### src/rtl/song_menu_fsm_if.sv
// Bundle of menu-side signals between the game FSM / button front end and the song menu.
// master drives the control inputs and observes the menu outputs; slave is the menu itself.
interface song_menu_fsm_if #(
    parameter int unsigned IDX_W = 4,
    parameter int unsigned BPM_W = 16
);
    logic             enable;
    logic             btn_left;
    logic             btn_right;
    logic             btn_select;
    logic             start_ack;
    logic [IDX_W-1:0] selected_song;
    logic [BPM_W-1:0] bpm_output;
    logic             popup_valid;
    logic             start_req;
    logic             busy;

    modport master (
        output enable,
        output btn_left,
        output btn_right,
        output btn_select,
        output start_ack,
        input  selected_song,
        input  bpm_output,
        input  popup_valid,
        input  start_req,
        input  busy
    );

    modport slave (
        input  enable,
        input  btn_left,
        input  btn_right,
        input  btn_select,
        input  start_ack,
        output selected_song,
        output bpm_output,
        output popup_valid,
        output start_req,
        output busy
    );
endinterface

### src/rtl/song_menu_fsm.sv
// Song-selection menu: left/right browsing with wrap or saturation, hold-to-repeat stepping,
// a popup strobe retriggered by every step, and a start_req/start_ack handshake that hands
// the chosen song to the game FSM. All outputs are registered.
module song_menu_fsm #(
    parameter int unsigned                   NUM_SONGS    = 3,
    parameter int unsigned                   IDX_W        = 4,
    parameter int unsigned                   BPM_W        = 16,
    parameter logic [NUM_SONGS*BPM_W-1:0]    BPM_TABLE    = {16'd160, 16'd140, 16'd120},
    parameter bit                            WRAP         = 1'b0,
    parameter int unsigned                   REPEAT_DELAY = 25_000_000,
    parameter int unsigned                   REPEAT_RATE  = 5_000_000,
    parameter int unsigned                   POPUP_CYCLES = 100_000_000
) (
    input logic            clk,
    input logic            rst,
    song_menu_fsm_if.slave bus
);

    // The hold counter only ever has to reach the larger of the two repeat intervals.
    localparam int unsigned CNT_MAX = (REPEAT_DELAY > REPEAT_RATE) ? REPEAT_DELAY : REPEAT_RATE;
    localparam int unsigned CNT_W   = $clog2(CNT_MAX + 1);
    localparam int unsigned TMR_W   = $clog2(POPUP_CYCLES + 1);

    localparam logic [IDX_W-1:0] LAST_IDX  = IDX_W'(NUM_SONGS - 1);
    localparam logic [IDX_W-1:0] IDX_ONE   = IDX_W'(1);
    localparam logic [CNT_W-1:0] CNT_ONE   = CNT_W'(1);
    localparam logic [CNT_W-1:0] CNT_DELAY = CNT_W'(REPEAT_DELAY);
    localparam logic [CNT_W-1:0] CNT_RATE  = CNT_W'(REPEAT_RATE);
    localparam logic [TMR_W-1:0] TMR_ONE   = TMR_W'(1);
    localparam logic [TMR_W-1:0] TMR_LOAD  = TMR_W'(POPUP_CYCLES);

    typedef enum logic [1:0] {
        StIdle,
        StBrowse,
        StConfirm,
        StPlaying
    } state_e;

    // BPM lookup with constant slice bases so every table entry is a plain wire select.
    function automatic logic [BPM_W-1:0] bpm_of(input logic [IDX_W-1:0] idx);
        logic [BPM_W-1:0] val;
        val = BPM_TABLE[BPM_W-1:0];
        for (int k = 0; k < int'(NUM_SONGS); k++) begin
            if (idx == IDX_W'(k)) begin
                val = BPM_TABLE[k*BPM_W +: BPM_W];
            end
        end
        return val;
    endfunction

    state_e           state_q;
    logic [IDX_W-1:0] idx_q;
    logic [BPM_W-1:0] bpm_q;
    logic             popup_q;
    logic [TMR_W-1:0] timer_q;
    logic [CNT_W-1:0] cnt_q;
    logic             rep_q;     // hold counter has passed the first delay, now pacing at RATE
    logic             left_q;
    logic             right_q;
    logic             select_q;
    logic             start_req_q;
    logic             busy_q;

    logic             left_edge;
    logic             right_edge;
    logic             select_edge;
    logic             one_left;
    logic             one_right;
    logic             press;
    logic             rep_hit;
    logic             in_browse;
    logic             step_left;
    logic             step_right;
    logic             step;
    logic [IDX_W-1:0] idx_next;

    // Decode button edges, hold-repeat hits and the resulting next index.
    always_comb begin
        left_edge   = bus.btn_left & ~left_q;
        right_edge  = bus.btn_right & ~right_q;
        select_edge = bus.btn_select & ~select_q;
        one_left    = bus.btn_left & ~bus.btn_right;
        one_right   = bus.btn_right & ~bus.btn_left;
        press       = (one_left & left_edge) | (one_right & right_edge);
        // cnt_q == 0 means no press edge was seen for the button now held; never repeat then.
        rep_hit     = (cnt_q != '0) && (rep_q ? (cnt_q == CNT_RATE) : (cnt_q == CNT_DELAY));
        in_browse   = (state_q == StBrowse) & bus.enable;
        step_left   = in_browse & one_left & (left_edge | rep_hit);
        step_right  = in_browse & one_right & (right_edge | rep_hit);
        step        = step_left | step_right;

        idx_next = idx_q;
        if (step_left) begin
            if (idx_q == '0) begin
                idx_next = WRAP ? LAST_IDX : '0;
            end else begin
                idx_next = idx_q - IDX_ONE;
            end
        end else if (step_right) begin
            if (idx_q == LAST_IDX) begin
                idx_next = WRAP ? '0 : LAST_IDX;
            end else begin
                idx_next = idx_q + IDX_ONE;
            end
        end
    end

    // Menu state machine with all outputs registered alongside the state.
    always_ff @(posedge clk or posedge rst) begin
        if (rst) begin
            state_q     <= StIdle;
            idx_q       <= '0;
            bpm_q       <= BPM_TABLE[BPM_W-1:0];
            popup_q     <= 1'b0;
            timer_q     <= '0;
            cnt_q       <= '0;
            rep_q       <= 1'b0;
            left_q      <= 1'b0;
            right_q     <= 1'b0;
            select_q    <= 1'b0;
            start_req_q <= 1'b0;
            busy_q      <= 1'b0;
        end else begin
            left_q   <= bus.btn_left;
            right_q  <= bus.btn_right;
            select_q <= bus.btn_select;

            if (!bus.enable) begin
                // Selection and BPM are kept so the menu reopens on the last song.
                state_q     <= StIdle;
                start_req_q <= 1'b0;
                busy_q      <= 1'b0;
                timer_q     <= '0;
                popup_q     <= 1'b0;
                cnt_q       <= '0;
                rep_q       <= 1'b0;
            end else begin
                // Every step, even a saturated one, retriggers the popup.
                if (step) begin
                    timer_q <= TMR_LOAD;
                    popup_q <= 1'b1;
                end else if (timer_q != '0) begin
                    timer_q <= timer_q - TMR_ONE;
                    popup_q <= (timer_q != TMR_ONE);
                end

                idx_q <= idx_next;
                bpm_q <= bpm_of(idx_next);

                unique case (state_q)
                    StIdle: begin
                        state_q <= StBrowse;
                        cnt_q   <= '0;
                        rep_q   <= 1'b0;
                    end
                    StBrowse: begin
                        if (!one_left && !one_right) begin
                            cnt_q <= '0;
                            rep_q <= 1'b0;
                        end else if (press) begin
                            cnt_q <= CNT_ONE;
                            rep_q <= 1'b0;
                        end else if (rep_hit) begin
                            cnt_q <= CNT_ONE;
                            rep_q <= 1'b1;
                        end else if (cnt_q != '0) begin
                            cnt_q <= cnt_q + CNT_ONE;
                        end
                        // A move in the same cycle takes precedence over select.
                        if (!step && select_edge) begin
                            state_q     <= StConfirm;
                            start_req_q <= 1'b1;
                            busy_q      <= 1'b1;
                        end
                    end
                    StConfirm: begin
                        cnt_q <= '0;
                        rep_q <= 1'b0;
                        if (bus.start_ack) begin
                            state_q     <= StPlaying;
                            start_req_q <= 1'b0;
                        end
                    end
                    StPlaying: begin
                        cnt_q <= '0;
                        rep_q <= 1'b0;
                    end
                    default: begin
                        state_q <= StIdle;
                    end
                endcase
            end
        end
    end

    assign bus.selected_song = idx_q;
    assign bus.bpm_output    = bpm_q;
    assign bus.popup_valid   = popup_q;
    assign bus.start_req     = start_req_q;
    assign bus.busy          = busy_q;

endmodule

### src/flat_wrapper.sv
// flat-port wrapper written by rule: the top's interface ports become plain ports
module song_menu_fsm_flat 
#(
    parameter int unsigned                   NUM_SONGS    = 3,
    parameter int unsigned                   IDX_W        = 4,
    parameter int unsigned                   BPM_W        = 16,
    parameter logic [NUM_SONGS*BPM_W-1:0]    BPM_TABLE    = {16'd160, 16'd140, 16'd120},
    parameter bit                            WRAP         = 1'b0,
    parameter int unsigned                   REPEAT_DELAY = 25_000_000,
    parameter int unsigned                   REPEAT_RATE  = 5_000_000,
    parameter int unsigned                   POPUP_CYCLES = 100_000_000
)
  (clk, rst, bus_enable, bus_btn_left, bus_btn_right, bus_btn_select, bus_start_ack, bus_selected_song, bus_bpm_output, bus_popup_valid, bus_start_req, bus_busy);
  song_menu_fsm_if #(.IDX_W(IDX_W), .BPM_W(BPM_W)) bus_i ();
  input logic clk;
  input logic rst;
  input wire logic [$bits(bus_i.enable)-1:0] bus_enable;
  input wire logic [$bits(bus_i.btn_left)-1:0] bus_btn_left;
  input wire logic [$bits(bus_i.btn_right)-1:0] bus_btn_right;
  input wire logic [$bits(bus_i.btn_select)-1:0] bus_btn_select;
  input wire logic [$bits(bus_i.start_ack)-1:0] bus_start_ack;
  output wire logic [$bits(bus_i.selected_song)-1:0] bus_selected_song;
  output wire logic [$bits(bus_i.bpm_output)-1:0] bus_bpm_output;
  output wire logic [$bits(bus_i.popup_valid)-1:0] bus_popup_valid;
  output wire logic [$bits(bus_i.start_req)-1:0] bus_start_req;
  output wire logic [$bits(bus_i.busy)-1:0] bus_busy;
  assign bus_i.enable = bus_enable;
  assign bus_i.btn_left = bus_btn_left;
  assign bus_i.btn_right = bus_btn_right;
  assign bus_i.btn_select = bus_btn_select;
  assign bus_i.start_ack = bus_start_ack;
  assign bus_selected_song = bus_i.selected_song;
  assign bus_bpm_output = bus_i.bpm_output;
  assign bus_popup_valid = bus_i.popup_valid;
  assign bus_start_req = bus_i.start_req;
  assign bus_busy = bus_i.busy;
  song_menu_fsm #(.NUM_SONGS(NUM_SONGS), .IDX_W(IDX_W), .BPM_W(BPM_W), .BPM_TABLE(BPM_TABLE), .WRAP(WRAP), .REPEAT_DELAY(REPEAT_DELAY), .REPEAT_RATE(REPEAT_RATE), .POPUP_CYCLES(POPUP_CYCLES)) u_core (.clk(clk), .rst(rst), .bus(bus_i));
endmodule
### config.mk
export PLATFORM = sky130hd
export DESIGN_NAME = song_menu_fsm_flat
export DESIGN_NICKNAME = d
export VERILOG_FILES = /design/src/rtl/song_menu_fsm_if.sv /design/src/rtl/song_menu_fsm.sv /design/src/flat_wrapper.sv
export SDC_FILE = /design/constraint.sdc
export NUM_CORES = 1
export LEC_CHECK = 0
export CAP_MARGIN = 20
export CORE_ASPECT_RATIO = 0.5
export CORE_MARGIN = 2
export CORE_UTILIZATION = 63
export DETAILED_ROUTE_END_ITERATION = 6
export HOLD_SLACK_MARGIN = 0.06
export PLACE_DENSITY = 0.85
export SLEW_MARGIN = 10
export SYNTH_ARGS = -nofsm -noshare
export SYNTH_HDL_FRONTEND = slang
export SYNTH_SLANG_ARGS = --single-unit
### constraint.sdc
create_clock -name clk -period 8.71 [get_ports clk]
set_clock_uncertainty 0.2 [all_clocks]
set_input_delay 0.871 -clock clk [delete_from_list [all_inputs] [get_ports clk]]
set_output_delay 0.871 -clock clk [all_outputs]
set_load 0.1 [all_outputs]
# == Word-level counts from Yosys, hierarchy flattened ==
# Cells that the tools add are included.
# totals
ff_bits,81
in_bits,7
output_inout_bits,23
elab_cells,103
# classes
add_sub_neg,4
n_eq_ne,18
n_mux,34
n_bitwise,21
n_reduce_logical,14
# op_table
operator,n
25-bit two-way mux,5
27-bit two-way mux,3
25-bit one-hot mux with 2 select lines,1
"27-bit by 1-bit inequality test with 1-bit output, second input constant",1
27-bit nonzero test,1
"27-bit by 1-bit subtractor with 27-bit output, second input constant",1
"25-bit by 1-bit adder with 25-bit output, second input constant",1
"25-bit by 23-bit == test with 1-bit output, second input constant",1
"25-bit == test, second input constant",1
25-bit nonzero test,1
4-bit two-way mux,4
8-bit two-way mux,2
1-bit two-way mux,13
1-bit bitwise AND,12
"4-bit by 2-bit == test with 1-bit output, second input constant",2
2-bit two-way mux,3
"3-bit by 1-bit inequality test with 1-bit output, second input constant",2
"3-bit inequality test, second input constant",2
"6-bit by 3-bit inequality test with 1-bit output, second input constant",1
2-bit one-hot mux with 3 select lines,1
3-bit AND reduction,2
"5-bit by 3-bit inequality test with 1-bit output, second input constant",1
1-bit inverter,5
"4-bit by 1-bit adder with 4-bit output, second input constant",1
14 further kinds,24

# == Depth between registers and ports, before layout ==
# logic_depth
ltp_word,11
mapped_depth,10
ltp_nobuf,9

# == Least setup slack after synthesis ==
# No wires, ideal clock.
# synth_timing
kind,input to register
from,input port bus_btn_right
to,register u_core.bpm_q[6] (netlist: u_core.bus.bpm_output[6])
setup_time_ns,0.086
arrival_ns,2.604
t_required_ns,8.424
setup_slack_ns,5.820
path_stages,9
path_buffers,0
cell_sequence,inv_1 -> ha_1 -> and3_1 -> nor2_1 -> a2111oi_2 -> o21ai_1 -> o31a_1 -> and3_1 -> o41a_1
# synth_via
elab_chain_cells,8
elab_cells_between_ends,15
classes_between,eq/ne: 2; mux: 4; bitwise: 9
# synth_lines
element,line_no,text
from (decl),flat_wrapper.sv:19,input wire logic [$bits(bus_i.btn_right)-1:0] bus_btn_right;
"1-bit bitwise AND, or another cell as far along",song_menu_fsm.sv:83,one_right = bus.btn_right & ~bus.btn_left;
"1-bit bitwise AND, or another cell as far along",song_menu_fsm.sv:89,step_right = in_browse & one_right & (right_edge | rep_hit);
"1-bit bitwise AND, on equally long branches","song_menu_fsm.sv:89, song_menu_fsm.sv:88",
4-bit two-way mux / 1-bit bitwise AND (equally long branches),"song_menu_fsm.sv:99, song_menu_fsm.sv:88",
4-bit two-way mux *,song_menu_fsm.sv:93,if (step_left) begin
4-bit by 1-bit == test with 1-bit output,song_menu_fsm.sv:44,if (idx == IDX_W'(k)) begin
8-bit two-way mux,song_menu_fsm.sv:44,
8-bit two-way mux *,song_menu_fsm.sv:44,
to (signal assigned),song_menu_fsm.sv:113,bpm_q <= BPM_TABLE[BPM_W-1:0];
to (signal assigned),song_menu_fsm.sv:148,bpm_q <= bpm_of(idx_next);
to (decl),song_menu_fsm.sv:53,logic [BPM_W-1:0] bpm_q;
# Mark *: on every way between the ends. The rest lies on a longest branch, timed or not.
# A chain may end at the register's enable or synchronous reset.

# == Worst setup path after layout ==
# layout_timing
from,input port bus_enable
to,register u_core.cnt_q[17]
# layout_via
elab_chain_cells,1
elab_cells_between_ends,2
classes_between,eq/ne: 1; mux: 1
# layout_lines
element,line_no,text
from (decl),flat_wrapper.sv:17,input wire logic [$bits(bus_i.enable)-1:0] bus_enable;
6-bit by 3-bit inequality test with 1-bit output (no line) / 25-bit two-way mux (equally long branches),--,
to (signal assigned),song_menu_fsm.sv:167,cnt_q <= cnt_q + CNT_ONE;
to (decl),song_menu_fsm.sv:56,logic [CNT_W-1:0] cnt_q;
# Parallel ways exist; a longest one is shown, timed or not.

==> results.cfg <==
[place]
gp_congestion = 0.8740
placed_area_mm2 = 0.004200
portBuffers = 19
hpwl_um = 5929

[floorplanning]
core_area_mm2 = 0.006081
dieArea_mm2 = 0.007006
dieHeight_um = 60.20
die_w_um = 116.4
start_util_pct = 65.43
num_io_pins = 30
num_rows = 20

[global_route]
grt_max_degree = 71
gr-total-overflow = 0
antenna_found_initial = 0
grt_pass1_wl_um = 14390
grt_use_total_pct = 26.96
first_global_vias = 3126

[critical_path]
crit_type = input port to flip-flop
rr_startpoint = u_core.cnt_q[5]
r2r_end = u_core.bus.bpm_output[6]
reg2reg_depth = 8
crit_fanout = 15
reg2reg_setup_slack_ns = 5.32
cp-start-kind = input port
arrival_ns = 3.77
endpoint_kind = flip-flop
worstPathRequired_ns = 8.77

[clock_tree]
cts_tree = done
clk_path_buf_depth = 2
cts_htree_levels = 3
post_cts_resized = 0
post_cts_buffers = 0
ctsHoldBuffers = 0
cts_sinks = 70
cts_root_buf = clkbuf_16
cts_buffers = 9
cts.clk_slew.worst_paths_ns = 0.05
worst_skew_pair.late_latency_ns = 0.34

[detailed_routing]
detail-route-antenna-nets = 0
drtIter0Drc = 235
drt_pass1_iterations = 5
routed_via_density = 5.939
drt_wl_total_um = 8592
wl_met2_um = 4210
wl_met3_um = 315
drc_errors = 0
num_vias = 3201
top_layer = met4
m1WireLength_um = 3933
wl_per_cell_um = 15.94

[yosys]
syn_area_mm2 = 0.003979
ys_warn_count = 0
synthCells = 427
ys_seq_area_share_pct = 44.12
synth-edff-count = 0
synth_seq_cells = 70
synthArstFlopShare_pct = 100.0
synth_ff_type = dfrtp_1
ys_types = 59
synth-compound-area-share_pct = 11.23
synthAdderAreaFrac_pct = 4.403
synth_xor_area_share_pct = 9.245
synth_top_family_by_area = simple AND/OR/NAND/NOR gates
syn_avg_cell_area_um2 = 9.318
synth_mux_area_share_pct = 1.352
synth_simple_gate_area_share_pct = 24.75

[worst_hold_path]
min_from = u_core.bus.bpm_output[7]
hold_class = flip-flop to flip-flop
hold_path_end = u_core.bus.bpm_output[7]
hold_depth = 2

[timing]
drv_slew = 0
tns_ns = 0
setup_violations = 0
worst_pin_slew_ns = 0.9771
finalHoldViolations = 0
slew_headroom_pct = 33.94
period_needed_ns = 3.709
whs_ns = 0.2839
max_freq_ghz = 0.2696
post-route-period-util_pct = 42.59
rsz0062_at_grt = no

[final_layout]
layout_commonest_cell = dfrtp_1
fin_nets = 467
drive_gt1_share_pct = 7.095
layout_common_cells = dfrtp_1, nor2_1, nand2_1, xnor2_1, a21oi_1
stdcell_area_mm2 = 0.004526
diodes = 0
syn_to_final_growth_pct = 13.74

[run]
drv_cap = 0

[pwr]
peakVddDrop_mv = 0.2114
p_leak_nw = 1.888
powerDensity_mw_per_mm2 = 345.3
finalPower_mw = 1.562

[status]
status = completed
-- worst max-delay path: stages --
cell,delay (ns)
clkdlybuf4s50_1,0.73
inv_1,0.38
nor3_1,0.42
nand3_1,0.15
nor4_2,0.52
nor2_1,0.35
buf_6,0.24
nor2_1,0.11
-- Yosys cell counts, types with 5 or more instances --
master | count | area (µm²)
nor3_1 | 13 | 65.06
o21ai_0 | 8 | 40.04
xnor2_1 | 24 | 210.2
nand4_1 | 10 | 62.56
a21oi_1 | 23 | 115.1
o211ai_1 | 6 | 45.04
and4_1 | 5 | 43.79
buf_4 | 11 | 82.58
nand3_1 | 20 | 100.1
nand2_1 | 30 | 112.6
dfrtp_1 | 67 | 1677
nor2_1 | 65 | 244.0
clkbuf_1 | 10 | 37.54
inv_1 | 15 | 56.30
ha_1 | 14 | 175.2
xor2_1 | 18 | 157.7
and3_1 | 8 | 50.05
nor4_1 | 12 | 75.07
-- sequential cells by signal (all words and copies together), names as in the netlist, 2 cells and up --
register                  cells
u_core.timer_q               27
u_core.cnt_q                 25
u_core.bus.bpm_output         5
u_core.bus.selected_song      4
u_core.state_q                2
-- power breakdown --
part | internal, mW | total [mW] | switching (mW)
clock | 0.258 | 0.393 | 0.135
sequential | 0.403 | 0.486 | 0.0828
combinational | 0.244 | 0.683 | 0.439
total | 0.906 | 1.56 | 0.657
-- area by class of cell --
type | instances | area (µm²)
clock buffer | 11 | 242.7
clock inverter | 5 | 82.58
fill | 425 | 1555
inverter | 16 | 60.06
multi-input combinational | 328 | 2066
sequential | 70 | 1755
tap | 88 | 110.1
timing repair buffer | 21 | 209.0
-- per-stage QoR --
step                setup slack [ns]  utilization [%]  std cells
global placement               4.858            68.89        522
finish                         5.001            74.42        539
floorplan                      5.820                -        436
global route                   4.714            74.42        539
CTS                            5.031            74.42        539
detailed placement             4.683            69.07        523
-- per-layer routing --
metal	GRT usage, %	vias to the layer above
met2	44.68	76
met4	10.37	0
met3	8.519	15
li1	-	1532
met1	33.59	1578
met5	0	-
-- kinds of logic after synthesis --
family / count (synthesis)
AOI/OAI and AO/OA: 65
xor gates and xnor gates: 42
adders and majority gates: 14
buffers and inverters: 38
DFF: 70
muxes: 4
other: 1
and+or+nand+nor: 193
-- worst max-delay path by stage --
stage | to | start | slack, ns
after floorplan | u_core.bus.bpm_output[6] | bus_btn_right | 5.82
after global placement | u_core.cnt_q[2] | bus_enable | 4.86
after detailed placement | u_core.cnt_q[19] | bus_enable | 4.68
after CTS | u_core.cnt_q[16] | bus_enable | 5.03
after global routing | u_core.cnt_q[16] | bus_enable | 4.71
final | u_core.cnt_q[17] | bus_enable | 5.00
No activity file was read; power rests on OpenSTA's default activity.
